--- config.mk ---
export PLATFORM = sky130hd
export DESIGN_NAME = piso_serializer
export DESIGN_NICKNAME = d
export VERILOG_FILES = /design/src/rtl/piso_serializer.sv
export SDC_FILE = /design/constraint.sdc
export NUM_CORES = 1
export LEC_CHECK = 0
export ABC_AREA = 1
export CORE_ASPECT_RATIO = 0.75
export CORE_UTILIZATION = 53
export DETAILED_ROUTE_END_ITERATION = 10
export PLACE_DENSITY = 0.81
export SLEW_MARGIN = 20
export SYNTH_ARGS = -nofsm -noshare
export SYNTH_HDL_FRONTEND = slang
export SYNTH_SLANG_ARGS = --single-unit
--- constraint.sdc ---
create_clock -name clk -period 1.72 [get_ports clk]
set_input_delay 0.172 -clock clk [delete_from_list [all_inputs] [get_ports clk]]
set_output_delay 0.172 -clock clk [all_outputs]
set_load 0.1 [all_outputs]
--- src/rtl/piso_serializer.sv ---
// Parallel-in serial-out serializer with a one-word hold buffer for gapless streaming.
// Latency: the first bit of a word accepted while idle appears one cycle after accept.
// Backpressure: ready_o drops while the hold buffer is full and while reset is high.
module piso_serializer #(
  parameter int WIDTH     = 8,
  parameter bit MSB_FIRST = 1'b0
) (
  input  logic             clk,
  input  logic             reset,
  input  logic [WIDTH-1:0] data_i,
  input  logic             valid_i,
  output logic             ready_o,
  output logic             sdata_o,
  output logic             svalid_o,
  output logic             slast_o,
  output logic             busy_o
);

  localparam int CW = $clog2(WIDTH);
  localparam logic [CW-1:0] LAST_CNT = CW'(WIDTH - 1);

  typedef enum logic {
    IDLE  = 1'b0,
    SHIFT = 1'b1
  } state_t;

  // Registered state
  state_t           state;
  logic [CW-1:0]    cnt;
  logic [WIDTH-1:0] shreg;
  logic [WIDTH-1:0] hold;
  logic             hold_full;

  // Next-state values
  state_t           state_nxt;
  logic [CW-1:0]    cnt_nxt;
  logic [WIDTH-1:0] shreg_nxt;
  logic [WIDTH-1:0] hold_nxt;
  logic             hold_full_nxt;

  logic             accept;
  logic             last_bit;
  logic             cur_bit;
  logic [WIDTH-1:0] shreg_shifted;

  // Handshake: ready depends only on the hold flag and reset, never on valid_i.
  assign ready_o  = ~hold_full & ~reset;
  assign accept   = valid_i & ready_o;

  // The bit on the wire is always at the outgoing end of the shifter; the
  // counter only tracks how many bits of the current word have gone out.
  assign cur_bit       = MSB_FIRST ? shreg[WIDTH-1] : shreg[0];
  assign shreg_shifted = MSB_FIRST ? {shreg[WIDTH-2:0], 1'b0} : {1'b0, shreg[WIDTH-1:1]};
  assign last_bit      = (state == SHIFT) && (cnt == LAST_CNT);

  // Outputs are masked to zero while idle so downstream sees clean zeros.
  assign svalid_o = (state == SHIFT);
  assign busy_o   = (state == SHIFT);
  assign slast_o  = last_bit;
  assign sdata_o  = svalid_o & cur_bit;

  // Next-state logic: load / buffer / bypass / drain decisions.
  always_comb begin
    state_nxt     = state;
    cnt_nxt       = cnt;
    shreg_nxt     = shreg;
    hold_nxt      = hold;
    hold_full_nxt = hold_full;

    unique case (state)
      IDLE: begin
        // Shifter empty: an accepted word goes straight into the shifter.
        if (accept) begin
          shreg_nxt = data_i;
          cnt_nxt   = '0;
          state_nxt = SHIFT;
        end
      end

      SHIFT: begin
        if (!last_bit) begin
          shreg_nxt = shreg_shifted;
          cnt_nxt   = cnt + CW'(1);
          // Mid-word accept parks the word in the hold buffer.
          if (accept) begin
            hold_nxt      = data_i;
            hold_full_nxt = 1'b1;
          end
        end else if (hold_full) begin
          // Hold buffer has priority; ready_o is low so no accept can collide.
          shreg_nxt     = hold;
          hold_nxt      = '0;
          hold_full_nxt = 1'b0;
          cnt_nxt       = '0;
        end else if (accept) begin
          // Bypass straight into the shifter to avoid a bubble.
          shreg_nxt = data_i;
          cnt_nxt   = '0;
        end else begin
          shreg_nxt = '0;
          cnt_nxt   = '0;
          state_nxt = IDLE;
        end
      end

      default: begin
        state_nxt = IDLE;
        cnt_nxt   = '0;
      end
    endcase
  end

  // State register with synchronous reset that drops any in-flight word.
  always_ff @(posedge clk) begin
    if (reset) begin
      state     <= IDLE;
      cnt       <= '0;
      shreg     <= '0;
      hold      <= '0;
      hold_full <= 1'b0;
    end else begin
      state     <= state_nxt;
      cnt       <= cnt_nxt;
      shreg     <= shreg_nxt;
      hold      <= hold_nxt;
      hold_full <= hold_full_nxt;
    end
  end

endmodule

# Word level (Yosys, flattened, before mapping)

Index checks and enable logic that the tools add are counted.

Eq/ne operators: 3
Multiplexer cells: 16
Bitwise logic cells: 6
Add/sub/neg operators: 1
Reductions and logical operators: 4

Operator list:

| cell                                                  | count |
|---|---|
| 2-to-1 mux 8 bit                                      | 6 |
| case mux 8 bit (2 select lines)                       | 1 |
| 2-to-1 mux 3 bit                                      | 2 |
| case mux 3 bit (2 select lines)                       | 1 |
| 2-to-1 mux 1 bit                                      | 5 |
| adder 3 x 1 -> 3 bit, second input constant           | 1 |
| AND 1 bit                                             | 3 |
| == test 3 bit, second input constant                  | 1 |
| inverter 1 bit                                        | 3 |
| AND reduction 3 bit                                   | 1 |
| inequality test 2 x 1 -> 1 bit, second input constant | 1 |
| inequality test 2 bit, second input constant          | 1 |
| case mux 1 bit (2 select lines)                       | 1 |
| AND reduction 2 bit                                   | 1 |
| nonzero test 2 bit                                    | 1 |
| logical AND 1 bit                                     | 1 |

Word-level logic and storage cells: 35
Bits in registers: 21

# Longest topological paths before layout

Word-level depth: 7
Gate-level depth with buffers: 11

# Worst setup path after synthesis

Ideal clock, no wire load.

Kind: register to output
Start: register state, in the netlist busy_o
End: output sdata_o
Data required time: 1.548 ns
Slack: -0.531 ns
Cell stages (with the launch flop): 5
Data arrival time: 2.079 ns
Path buffers: 2
Path through: dfxtp_1 > buf_4 > buf_2 > nand2_1 > inv_1

Cells in the longest elaborated chain, start to end: 1

Ends and longest elaborated chain:

| element                | RTL line | text |
|---|---|---|
| start, declared        | 28       | `state_t state;` |
| start signal, assigned | 122      | `state <= state_nxt;` |
| AND 1 bit              | 60       | `assign sdata_o = svalid_o & cur_bit;` |
| end, declared          | 13       | `output logic sdata_o,` |

No other way between the ends.

# Worst setup path after layout

Start: register cnt[0]
End: output slast_o

Cells in the longest elaborated chain, start to end: 2

Ends and longest elaborated chain:

| element                | RTL line | text |
|---|---|---|
| start, declared        | 29       | `logic [CW-1:0] cnt;` |
| start signal, assigned | 123      | `cnt <= cnt_nxt;` |
| == test 3 bit          | 54       | `assign last_bit = (state == SHIFT) && (cnt == LAST_CNT);` |
| logical AND 1 bit      | 54       |  |
| end, declared          | 15       | `output logic slast_o,` |

No other way between the ends.

==> results.json <==
{
  "status": "finished, final reports clean",
  "cts_setup_buffers": 0,
  "yosysSeqAreaShare": 0.363,
  "clk_latency_ns": 0.31,
  "cp_cell_sequence": "ha_1 > ha_4 > nand2_4 > clkinvlp_4 > buf_12",
  "maxCapViolations": 0,
  "fin_crit_sh": 0.945,
  "p_leak_nw": 0.522,
  "synth-edff-count": 0,
  "fin_skew_ns": 0.00412,
  "pwr-share-seq": 0.490,
  "use_met2": 0.374,
  "cp_data_required_time_ns": 1.55,
  "max_freq_ghz": 0.615,
  "finalWirelength_um": 2400,
  "path_class": "reg -> out",
  "antenna_found_initial": 0,
  "synth_top_area_cell": "dfxtp_1",
  "syn2layout_area_growth_pct": 20.7,
  "r2r_setup_slack_ns": 0.14,
  "vias_per_cell": 5.41,
  "crit_family": "adder cells",
  "numCtsBuffers": 3,
  "drc": 0,
  "p_clk_frac": 0.213,
  "cts.sinks": 21,
  "grt_pass1_vias": 960,
  "antenna_cells": 0,
  "first_iter_violations": 24,
  "powerDensity_nw_per_um2": 809,
  "ys_top_cells_by_area": "dfxtp_1 (36%), nand3_1 (16%), nand2_1 (11%)",
  "dp_cells": 190,
  "die_w_um": 56.0,
  "post_cts_resized": 1,
  "timing.setup.tns_ns": 0,
  "cts-htree-levels": 1,
  "crit_path_top_delay_cell": "dfxtp_1",
  "p_sw_frac": 0.348,
  "cts_tree": "built",
  "cts.clk_slew.worst_paths_ns": 0.12,
  "fin_nets": 184,
  "die_h_um": 42.5,
  "netlist_area_um2": 1160,
  "grt_max_degree": 22,
  "final_max_slew_viol_count": 0,
  "grtUsageMet3": 0.0679,
  "holdBufCountCts": 0,
  "power.switching_mw": 0.395,
  "ir_drop_mv": 0.682,
  "grtUsageMet1": 0.257,
  "arrival_ns": 1.45,
  "wire_per_inst_um": 12.4,
  "final_cells": 194,
  "p_int_mw": 0.738,
  "grt_pass1_wl_um": 3970,
  "rows": 14,
  "port-buffer-count": 15,
  "startpoint_type": "flip-flop",
  "r2r-end": "hold[2]",
  "fin_util": 0.688,
  "yosys_warnings": 0,
  "ys.flop_type": "dfxtp_1",
  "initial_core_util": 0.570,
  "grt_use_total": 0.212,
  "globalplace.congestion": 0.877,
  "multi_input_area_um2": 627,
  "hp-start": "data_i[1]",
  "syn_avg_cell_area_um2": 7.38,
  "syn_inst": 157,
  "regArea_um2": 422,
  "yosys_register_bits": 21,
  "worst_slack_ns": 0.0942,
  "worst-path-buf-inv": 2,
  "crit_fanout": 10,
  "synth.most_common_cell": "nand3_1",
  "cpPeakStageDelay_ns": 0.35,
  "core_area_um2": 2030,
  "grt-ovfl-total": 0,
  "synth_top_area_frac": 0.363,
  "num_vias": 1049,
  "yosysUniqueCellTypes": 24,
  "hold_depth": 3,
  "p_comb_frac": 0.297,
  "ff2ff_path_depth": 8,
  "num-fill-cells": 176,
  "cts_root_buf": "clkbuf_4",
  "fin_crit_ns": 1.63,
  "maxSlewHeadroom": 0.777,
  "async_flop_share": 0,
  "synth_nets": 170,
  "ios": 16,
  "dieArea_um2": 2380,
  "r2r-start": "cnt[0]",
  "setup_viol": 0,
  "synthTopCellsByCount": "nand3_1 (38), nand2_1 (35), dfxtp_1 (21), a21oi_1 (13), inv_1 (10)",
  "drive_gt1_frac": 0.200,
  "ant_nets": 0,
  "worst_slew_pin_slew_ns": 0.333,
  "cts_buffer_depth": 2,
  "busiest_layer": "met2",
  "hold_class": "in -> reg",
  "holdPathEnd": "hold[1]",
  "drt-pass1-iter-count": 5,
  "rsz0062_at_grt": "false",
  "dp_hpwl_um": 1830,
  "end_kind": "output port",
  "final_hold_viol_count": 0,
  "place_ws_ns": 0.135
}
==> routing by layer <==
| layer | vias to the layer above | wire, um |
|---|---|---|
| li1 | 541 | - |
| met1 | 471 | 1090 |
| met2 | 35 | 1130 |
| met3 | 2 | 164 |
| met4 | 0 | 10 |
| met5 | - | 0 |
==> layout make-up <==
| class | instances | share of cell area |
|---|---|---|
| multi-input combinational | 112 | 0.448 |
| timing repair buffer | 19 | 0.165 |
| sequential | 21 | 0.301 |
| clock inverter | 1 | 0.00358 |
| tap | 24 | 0.0215 |
| inverter | 14 | 0.0447 |
| clock buffer | 3 | 0.0161 |
==> worst register-to-register path, stage by stage, from the launching register on <==
cell	delay [ns]
dfxtp_1	0.35
ha_1	0.24
ha_4	0.22
inv_4	0.07
nand2_4	0.11
inv_2	0.17
nand3_4	0.14
nand3_1	0.11
a21oi_1	0.08
==> how the worst max path moves through the flow <==
stage,start,endpoint,slack [ns],cells after the start
2_1_floorplan,cnt[0],cnt[0],0.009,8
3_3_place_gp,cnt[0],hold[7],0.21,8
3_5_place_dp,cnt[0],hold[6],0.13,8
4_1_cts,cnt[0],slast_o,0.07,5
5_1_grt,cnt[0],slast_o,0.01,5
6_report,cnt[0],slast_o,0.09,5
==> per-stage QoR <==
stage / instance area [um^2] / hold slack (ns) / power (mW)
after detailed placement: 1360 / 0.467 / 0.901
after global routing: 1400 / 0.449 / 1.20
final: 1400 / 0.461 / 1.13
after floorplan: 1180 / 0.275 / 0.808
after global placement: 1360 / 0.454 / 0.892
after CTS: 1400 / 0.446 / 1.15
==> registers in the layout, indices dropped and copies added, names as in the netlist <==
signal,count
busy_o,1
cnt,3
hold,8
hold_full,1
shreg,8
==> cell usage in the layout, fill, tap and decap left out, drive strengths merged <==
master / n
dfxtp: 21
nand2: 38
clkdlybuf4s50: 10
o21ai: 2
clkinv: 2
inv: 11
ha: 2
or2: 7
nand3: 39
buf: 9
a21oi: 20
clkbuf: 3
clkinvlp: 2
nor2: 4
==> logic make-up (layout without fill, tap and decap cells) <==
kind of cell,count (synthesis),in the layout,synth area share
fa+ha+maj,2,2,0.0216
compound gates,22,22,0.118
buf+inv,24,37,0.113
flops,21,21,0.363
simple gates,88,88,0.384
==> power groups by stage <==
stage | clock (mW) | combinational [mW] | sequential (mW)
global route | 0.279 | 0.362 | 0.559
global placement | 0 | 0.329 | 0.563
detailed placement | 0 | 0.335 | 0.566
CTS | 0.255 | 0.336 | 0.555
finish | 0.241 | 0.336 | 0.555
floorplan | 0 | 0.238 | 0.570
(Power assumes the default switching activity.)
